File: config.mk
export PLATFORM = sky130hd
export DESIGN_NAME = epp_panel_driver
export DESIGN_NICKNAME = d
export VERILOG_FILES = /design/src/rtl/epp_pkg.sv /design/src/rtl/epp_panel_driver_btn_sync.sv /design/src/rtl/epp_panel_driver.sv
export SDC_FILE = /design/constraint.sdc
export NUM_CORES = 1
export LEC_CHECK = 0
export CORE_MARGIN = 8
export CORE_UTILIZATION = 54
export DETAILED_ROUTE_END_ITERATION = 12
export PLACE_DENSITY = 0.75
export SETUP_SLACK_MARGIN = 0.4
export SYNTH_ARGS = -nofsm -noshare
export SYNTH_HDL_FRONTEND = slang
export SYNTH_HIERARCHICAL = 1
export SYNTH_SLANG_ARGS = --single-unit
File: constraint.sdc
create_clock -name sys_clk_p -period 2.45 [get_ports sys_clk_p]
set_input_delay 0.3675 -clock sys_clk_p [delete_from_list [all_inputs] [get_ports sys_clk_p]]
set_output_delay 0.3675 -clock sys_clk_p [all_outputs]
set_load 0.005 [all_outputs]
File: src/rtl/epp_pkg.sv
// -----------------------------------------------------------------------------
// epp_pkg
// Shared definitions for the e-paper panel refresh engine:
//   - epp_state_e    : refresh sequencer states
//   - PIX_*          : 2-bit source driver pixel codes
//   - epp_build_byte : builds one 4-pixel source byte, padding pixels that lie
//                      beyond the physical line width with the no-op code
// -----------------------------------------------------------------------------
package epp_pkg;

  typedef enum logic [2:0] {
    IDLE        = 3'd0,
    PWR_UP      = 3'd1,
    FRAME_START = 3'd2,
    LINE_SHIFT  = 3'd3,
    LINE_LATCH  = 3'd4,
    FRAME_END   = 3'd5,
    PWR_DOWN    = 3'd6
  } epp_state_e;

  localparam logic [1:0] PIX_WHITE = 2'b10;
  localparam logic [1:0] PIX_BLACK = 2'b01;
  localparam logic [1:0] PIX_NOP   = 2'b00;

  // Pixel 0 of the byte sits in bits [1:0]; pixels at or past h_pix are no-ops.
  function automatic logic [7:0] epp_build_byte(input logic        pattern,
                                                input int unsigned byte_idx,
                                                input int unsigned h_pix);
    logic [7:0]  b;
    int unsigned pix_idx;
    b = 8'h00;
    for (int unsigned p = 32'd0; p < 32'd4; p++) begin
      pix_idx = byte_idx * 32'd4 + p;
      if (pix_idx < h_pix) begin
        b[2*p +: 2] = pattern ? PIX_BLACK : PIX_WHITE;
      end else begin
        b[2*p +: 2] = PIX_NOP;
      end
    end
    return b;
  endfunction

endpackage

File: src/rtl/epp_panel_driver_btn_sync.sv
// -----------------------------------------------------------------------------
// epp_btn_sync
// Two-flop synchronizer for an asynchronous push button followed by a
// rising-edge detector producing a registered one-cycle pulse.
// Ports:
//   clk        in  system clock
//   nrst       in  synchronous active-low reset
//   btn_async  in  raw button level, active high
//   rise_pulse out one-cycle pulse per synchronized rising edge
// -----------------------------------------------------------------------------
module epp_btn_sync (
  input  logic clk,
  input  logic nrst,
  input  logic btn_async,
  output logic rise_pulse
);

  logic sync1_q, sync1_d;
  logic sync2_q, sync2_d;
  logic prev_q,  prev_d;
  logic rise_q,  rise_d;

  // Next-state: shift the synchronizer and flag a low-to-high transition.
  always_comb begin
    sync1_d = btn_async;
    sync2_d = sync1_q;
    prev_d  = sync2_q;
    rise_d  = sync2_q & ~prev_q;
  end

  // Synchronizer and edge-detect registers.
  always_ff @(posedge clk) begin
    if (!nrst) begin
      sync1_q <= 1'b0;
      sync2_q <= 1'b0;
      prev_q  <= 1'b0;
      rise_q  <= 1'b0;
    end else begin
      sync1_q <= sync1_d;
      sync2_q <= sync2_d;
      prev_q  <= prev_d;
      rise_q  <= rise_d;
    end
  end

  assign rise_pulse = rise_q;

endmodule

File: src/rtl/epp_panel_driver.sv
// -----------------------------------------------------------------------------
// epp_panel_driver
// Full-screen refresh engine for an electrophoretic panel. Sequences panel
// power, the gate driver (SPV/CKV) and the 8-bit source driver (SPH/CL/LE/OE).
// One refresh runs after reset; each black-button press while idle toggles
// the pattern (white/black) and starts another refresh.
// Build option: define EPP_IBUFDS_EN to route the differential clock through
// an IBUFDS; otherwise sys_clk_p is the clock and sys_clk_n is unused.
// Ports:
//   sys_clk_p/n  in  differential system clock
//   sys_nrst     in  synchronous active-low reset
//   btn_black    in  asynchronous push button, active high
//   epd_*        out panel control/data (all registered)
//   busy         out refresh in progress
// -----------------------------------------------------------------------------
module epp_panel_driver
  import epp_pkg::*;
#(
  parameter int unsigned H_PIX    = 950,
  parameter int unsigned V_LINES  = 540,
  parameter int unsigned N_FRAMES = 10,
  parameter int unsigned CLK_DIV  = 10,
  parameter int unsigned PWR_DLY  = 200000,
  parameter int unsigned PULSE_W  = 20
) (
  input  logic       sys_clk_p,
  input  logic       sys_clk_n,
  input  logic       sys_nrst,
  input  logic       btn_black,
  output logic       epd_pwr_en,
  output logic       epd_gmode,
  output logic       epd_spv,
  output logic       epd_ckv,
  output logic       epd_sph,
  output logic       epd_cl,
  output logic       epd_le,
  output logic       epd_oe,
  output logic [7:0] epd_data,
  output logic       busy
);

  localparam int unsigned H_BYTES   = (H_PIX + 32'd3) / 32'd4;
  localparam int unsigned CNT_MAX_A = (PWR_DLY > 32'd2 * PULSE_W) ? PWR_DLY : 32'd2 * PULSE_W;
  localparam int unsigned CNT_MAX   = (CNT_MAX_A > CLK_DIV) ? CNT_MAX_A : CLK_DIV;
  localparam int unsigned CNT_W     = (CNT_MAX  > 32'd1) ? $clog2(CNT_MAX)  : 32'd1;
  localparam int unsigned BYTE_W    = (H_BYTES  > 32'd1) ? $clog2(H_BYTES)  : 32'd1;
  localparam int unsigned LINE_W    = (V_LINES  > 32'd1) ? $clog2(V_LINES)  : 32'd1;
  localparam int unsigned FRAME_W   = (N_FRAMES > 32'd1) ? $clog2(N_FRAMES) : 32'd1;

  localparam logic [CNT_W-1:0]   CNT_ZERO   = CNT_W'(0);
  localparam logic [CNT_W-1:0]   CNT_ONE    = CNT_W'(1);
  localparam logic [CNT_W-1:0]   PWR_LAST   = CNT_W'(PWR_DLY - 32'd1);
  localparam logic [CNT_W-1:0]   PW_LAST    = CNT_W'(PULSE_W - 32'd1);
  localparam logic [CNT_W-1:0]   LATCH_LAST = CNT_W'(32'd2 * PULSE_W - 32'd1);
  localparam logic [CNT_W-1:0]   DIV_LAST   = CNT_W'(CLK_DIV - 32'd1);
  localparam logic [CNT_W-1:0]   DIV_HALF   = CNT_W'(CLK_DIV / 32'd2);
  localparam logic [BYTE_W-1:0]  BYTE_LAST  = BYTE_W'(H_BYTES - 32'd1);
  localparam logic [LINE_W-1:0]  LINE_LAST  = LINE_W'(V_LINES - 32'd1);
  localparam logic [FRAME_W-1:0] FRAME_LAST = FRAME_W'(N_FRAMES - 32'd1);

  logic clk;

`ifdef EPP_IBUFDS_EN
  IBUFDS u_clk_ibufds (
    .I  (sys_clk_p),
    .IB (sys_clk_n),
    .O  (clk)
  );
`else
  logic unused_clk_n_s;
  assign clk            = sys_clk_p;
  assign unused_clk_n_s = sys_clk_n;
`endif

  logic btn_rise_s;

  epp_btn_sync u_btn_sync (
    .clk        (clk),
    .nrst       (sys_nrst),
    .btn_async  (btn_black),
    .rise_pulse (btn_rise_s)
  );

  epp_state_e         state_q, state_d;
  logic [CNT_W-1:0]   cnt_q, cnt_d;
  logic [BYTE_W-1:0]  byte_q, byte_d;
  logic [LINE_W-1:0]  line_q, line_d;
  logic [FRAME_W-1:0] frame_q, frame_d;
  logic pwr_en_q, pwr_en_d, gmode_q, gmode_d, spv_q, spv_d, ckv_q, ckv_d;
  logic sph_q, sph_d, cl_q, cl_d, le_q, le_d, oe_q, oe_d;
  logic busy_q, busy_d, pattern_q, pattern_d, start_pending_q, start_pending_d;
  logic [7:0] data_q, data_d;

  // Sequencer next-state and next-output logic. Outputs are decided on the
  // edge that enters a phase, so the registered pins line up with the state.
  always_comb begin
    state_d         = state_q;
    cnt_d           = cnt_q;
    byte_d          = byte_q;
    line_d          = line_q;
    frame_d         = frame_q;
    pwr_en_d        = pwr_en_q;
    gmode_d         = gmode_q;
    spv_d           = spv_q;
    ckv_d           = ckv_q;
    sph_d           = sph_q;
    cl_d            = cl_q;
    le_d            = le_q;
    oe_d            = oe_q;
    data_d          = data_q;
    busy_d          = busy_q;
    pattern_d       = pattern_q;
    start_pending_d = start_pending_q;

    case (state_q)
      IDLE: begin
        if (start_pending_q) begin
          start_pending_d = 1'b0;
          busy_d          = 1'b1;
          pwr_en_d        = 1'b1;
          cnt_d           = CNT_ZERO;
          state_d         = PWR_UP;
        end else begin
          busy_d = 1'b0;
        end
      end
      PWR_UP: begin
        if (cnt_q == PWR_LAST) begin
          oe_d    = 1'b1;
          gmode_d = 1'b1;
          spv_d   = 1'b0;   // SPV low and the start-of-frame CKV pulse coincide
          ckv_d   = 1'b1;
          cnt_d   = CNT_ZERO;
          state_d = FRAME_START;
        end else begin
          cnt_d = cnt_q + CNT_ONE;
        end
      end
      FRAME_START: begin
        if (cnt_q == PW_LAST) begin
          spv_d   = 1'b1;
          ckv_d   = 1'b0;
          sph_d   = 1'b0;
          cl_d    = 1'b0;
          byte_d  = {BYTE_W{1'b0}};
          cnt_d   = CNT_ZERO;
          data_d  = epp_build_byte(pattern_q, 32'd0, H_PIX);
          state_d = LINE_SHIFT;
        end else begin
          cnt_d = cnt_q + CNT_ONE;
        end
      end
      LINE_SHIFT: begin
        // cnt walks one CL period; the byte only changes where cl returns low.
        if (cnt_q == DIV_LAST) begin
          cnt_d = CNT_ZERO;
          cl_d  = 1'b0;
          if (byte_q == BYTE_LAST) begin
            sph_d   = 1'b1;
            data_d  = 8'h00;
            le_d    = 1'b1;
            state_d = LINE_LATCH;
          end else begin
            byte_d = byte_q + BYTE_W'(1);
            data_d = epp_build_byte(pattern_q, 32'(byte_q) + 32'd1, H_PIX);
          end
        end else begin
          cnt_d = cnt_q + CNT_ONE;
          cl_d  = (cnt_d >= DIV_HALF);
        end
      end
      LINE_LATCH: begin
        // First PULSE_W cycles: LE high. Next PULSE_W cycles: CKV high.
        if (cnt_q == PW_LAST) begin
          le_d  = 1'b0;
          ckv_d = 1'b1;
          cnt_d = cnt_q + CNT_ONE;
        end else if (cnt_q == LATCH_LAST) begin
          ckv_d = 1'b0;
          cnt_d = CNT_ZERO;
          if (line_q == LINE_LAST) begin
            line_d  = {LINE_W{1'b0}};
            state_d = FRAME_END;
          end else begin
            line_d  = line_q + LINE_W'(1);
            sph_d   = 1'b0;
            cl_d    = 1'b0;
            byte_d  = {BYTE_W{1'b0}};
            data_d  = epp_build_byte(pattern_q, 32'd0, H_PIX);
            state_d = LINE_SHIFT;
          end
        end else begin
          cnt_d = cnt_q + CNT_ONE;
        end
      end
      FRAME_END: begin
        cnt_d = CNT_ZERO;
        if (frame_q == FRAME_LAST) begin
          frame_d = {FRAME_W{1'b0}};
          oe_d    = 1'b0;
          gmode_d = 1'b0;
          state_d = PWR_DOWN;
        end else begin
          frame_d = frame_q + FRAME_W'(1);
          spv_d   = 1'b0;
          ckv_d   = 1'b1;
          state_d = FRAME_START;
        end
      end
      PWR_DOWN: begin
        if (cnt_q == PWR_LAST) begin
          pwr_en_d = 1'b0;
          busy_d   = 1'b0;
          cnt_d    = CNT_ZERO;
          state_d  = IDLE;
        end else begin
          cnt_d = cnt_q + CNT_ONE;
        end
      end
      default: begin
        state_d = IDLE;
        cnt_d   = CNT_ZERO;
      end
    endcase

    // A press only counts while nothing is running or already queued.
    if (btn_rise_s && !busy_q && !start_pending_q) begin
      pattern_d       = ~pattern_q;
      start_pending_d = 1'b1;
    end else begin
      pattern_d = pattern_q;
    end
  end

  // Sequencer and output registers.
  always_ff @(posedge clk) begin
    if (!sys_nrst) begin
      state_q         <= IDLE;
      cnt_q           <= CNT_ZERO;
      byte_q          <= {BYTE_W{1'b0}};
      line_q          <= {LINE_W{1'b0}};
      frame_q         <= {FRAME_W{1'b0}};
      pwr_en_q        <= 1'b0;
      gmode_q         <= 1'b0;
      spv_q           <= 1'b1;
      ckv_q           <= 1'b0;
      sph_q           <= 1'b1;
      cl_q            <= 1'b0;
      le_q            <= 1'b0;
      oe_q            <= 1'b0;
      data_q          <= 8'h00;
      busy_q          <= 1'b0;
      pattern_q       <= 1'b0;
      start_pending_q <= 1'b1;
    end else begin
      state_q         <= state_d;
      cnt_q           <= cnt_d;
      byte_q          <= byte_d;
      line_q          <= line_d;
      frame_q         <= frame_d;
      pwr_en_q        <= pwr_en_d;
      gmode_q         <= gmode_d;
      spv_q           <= spv_d;
      ckv_q           <= ckv_d;
      sph_q           <= sph_d;
      cl_q            <= cl_d;
      le_q            <= le_d;
      oe_q            <= oe_d;
      data_q          <= data_d;
      busy_q          <= busy_d;
      pattern_q       <= pattern_d;
      start_pending_q <= start_pending_d;
    end
  end

  assign epd_pwr_en = pwr_en_q;
  assign epd_gmode  = gmode_q;
  assign epd_spv    = spv_q;
  assign epd_ckv    = ckv_q;
  assign epd_sph    = sph_q;
  assign epd_cl     = cl_q;
  assign epd_le     = le_q;
  assign epd_oe     = oe_q;
  assign epd_data   = data_q;
  assign busy       = busy_q;

endmodule

==> flow_summary.ini <==
[routing]
drt_first_pass_iters = 5
drc = 0
totalWireLength_um = 9410
post_drt_wl_per_cell_um = 16.5
viasPerCell = 6.19
vias = 3541
ant_nets = 0
drtIter0Drc = 289

[status]
status = finished clean

[worst_setup_path]
startpoint_type = flop
crit_path_end_kind = flop
critPathTopFamily = simple AND/OR/NAND/NOR gates
crit_buf_inv = 1
cp_max_fo = 6
critPathSlowestCell = or4_1
cp_data_required_time_ns = 2.73
cp.arrival_ns = 2.36
crit_chain = nor4_4 -> buf_4 -> nand4_1 -> o22ai_4 -> nand4_4 -> or4_1 -> a21oi_1
timing_worst_setup_path_type = flop to flop
slowest_delay_ns = 0.43

[power]
pwr-share-comb = 0.380
p_per_area_mw_per_mm2 = 753
power.share.clock = 0.270
p_leak_nw = 1.65
p_sw_mw = 1.17
sequentialPowerShare = 0.350
ir_worst_vdd_mv = 0.622
swShare = 0.340
power_mw = 3.45
internal-power_mw = 2.27

[layout]
area_delta_synth_final_pct = 26.8
drive_gt1_frac = 0.238
multi_input_area_sq_mm = 0.00240
fillers = 510
fin_area_sq_mm = 0.00458
diodes = 0
ff_latch_area_sq_mm = 0.00127
nets = 498

[global_routing]
grt_pass1_wl_um = 15700
grt_max_degree = 29
track_usage = 0.195
antenna_found_initial = 0
grt_pass1_vias = 3326
grt-ovfl-total = 0

[clock_network]
path_clk_slew_ns = 0.08
clockRootBuffer = clkbuf_8
cts_hold_buffers = 0
clkSinkCount = 63
cts_max_path_buffers = 2
worstSkewPairLatency_ns = 0.35
tritoncts = built
cts_buffers = 9
ctsHtreeMaxLevel = 3

[place]
place_area_sq_mm = 0.00410
gp_congestion = 0.880
dp_hpwl_um = 6350
numPortBuffers = 19

[timing]
hold_viol_final = 0
max_slew_margin = 0.668
rsz0062_at_grt = true
fin_crit_sh = 0.850
drv_slew = 0
worst_pin_slew_ns = 0.495
fin_setup_tns_ns = 0
finalSetupViolations = 0
hold_ws_ns = 0.455
fmax_ghz = 0.480
fin_crit_ns = 2.08
skew_ns = 0.0148

[synthesis]
synth_area_leaders = dfxtp_1 35%, nand2_1 5.1%, nand3_1 4.0%
post-synth-top-count-cell = dfxtp_1
synthFlopType = dfxtp_1
synth_cells = 448
yosysWarningCount = 6
syn_area_sq_mm = 0.00361
synth-edff-count = 0
synthArstFlopShare = 0
avgSynthCellArea_sq_um = 8.06
synth_common_cells = 63 x dfxtp_1, 49 x nand2_1, 38 x nor2_1
synth_area_leader_cell = dfxtp_1
ys_types = 58
synth-seq-cells = 63
synth_nets = 459
synth_top_area_frac = 0.349
ys_seq_area_frac = 0.349

[die]
coreArea_sq_mm = 0.00664
ios = 21
num_rows = 30
dieHeight_um = 97.8
die_x_um = 97.8
initial_core_util = 0.543
dieArea_sq_mm = 0.00956

[job]
max_cap_viol_count = 0

[min_path]
min_path_type = flop to flop
-- registers in the layout (all words and copies together) (netlist names), 3 cells and up --
register  count
frame_q       4
cnt_q        18
state_q       3
epd_data      6
line_q       10
byte_q        8
-- timing repair --
| item | CTS | global route |
|---|---|---|
| setup endpoints to repair | 37 | 47 |
| gates cloned | 0 | 1 |
| resized for setup | 19 | 31 |
| pin swaps | 3 | 7 |
| buffers inserted | 4 | 3 |
| hold endpoints to repair | 0 | 0 |
-- final timing paths --
| check | from | end | slack [ns] | cells past startpoint |
|---|---|---|---|---|
| min | u_btn_sync/sync1_q | u_btn_sync/prev_d | 0.46 | 1 |
| max reg2reg | cnt_q[12] | state_q[1] | 0.37 | 7 |
| max | cnt_q[12] | state_q[1] | 0.37 | 7 |
| min reg2reg | u_btn_sync/sync1_q | u_btn_sync/prev_d | 0.46 | 1 |
-- placed cells by master (no fill, tap or decap), types with 5 or more instances in the layout --
| cell | instances |
|---|---|
| or3_1 | 6 |
| o21ai_0 | 12 |
| nand3_2 | 6 |
| or4_1 | 5 |
| clkbuf_8 | 10 |
| nor3_1 | 11 |
| a21oi_1 | 23 |
| o311ai_1 | 6 |
| xnor2_1 | 6 |
| nand4_1 | 12 |
| o211ai_1 | 5 |
| a32o_1 | 6 |
| ha_1 | 5 |
| nand2_1 | 48 |
| dfxtp_1 | 55 |
| inv_1 | 8 |
| and3_1 | 11 |
| buf_4 | 38 |
| clkdlybuf4s50_1 | 19 |
| nor2_1 | 38 |
| mux2i_1 | 7 |
| and4_1 | 5 |
| xor2_1 | 11 |
| dfxtp_2 | 8 |
| nand3_1 | 23 |
| and2_1 | 8 |
-- layout make-up --
type / instances / area share
Multi-Input combinational cell: 343 / 0.525
Inverter: 8 / 0.00656
Tap cell: 80 / 0.0219
Clock buffer: 10 / 0.0301
Clock inverter: 6 / 0.0153
Sequential cell: 63 / 0.278
Timing Repair Buffer: 62 / 0.123
-- metrics by stage --
step | utilization | instances | setup slack (ns)
4_1_cts | 0.664 | 568 | 0.365
2_1_floorplan | - | 448 | 0.282
6_report | 0.689 | 572 | 0.367
3_3_place_gp | 0.618 | 548 | 0.221
3_5_place_dp | 0.618 | 548 | 0.129
5_1_grt | 0.689 | 572 | 0.293
-- layer usage --
| metal | part of all wire | wire length (um) | track usage |
|---|---|---|---|
| met5 | 0 | 0 | 0 |
| met4 | 0.021 | 199 | 0.0899 |
| met3 | 0.054 | 508 | 0.0398 |
| met2 | 0.47 | 4450 | 0.313 |
| met1 | 0.45 | 4250 | 0.245 |
-- cell families (layout without fill, tap and decap cells) --
family | count (synthesis) | count (layout) | share of synthesized area
xor gates and xnor gates | 17 | 17 | 0.0412
DFF | 63 | 63 | 0.349
adders and majority gates | 7 | 7 | 0.0243
AOI/OAI and AO/OA | 100 | 100 | 0.198
buffers and inverters | 42 | 86 | 0.0478
and+or+nand+nor | 211 | 211 | 0.317
muxes | 8 | 8 | 0.0225
-- power groups by stage --
stage,clock network [mW],registers [mW],logic [mW]
floorplan,0,1.21,0.699
global placement,0,1.21,1.03
detailed placement,0,1.21,1.05
CTS,0.948,1.20,1.17
global route,0.991,1.22,1.41
finish,0.929,1.21,1.31
No activity file was read; power rests on OpenSTA's default activity.
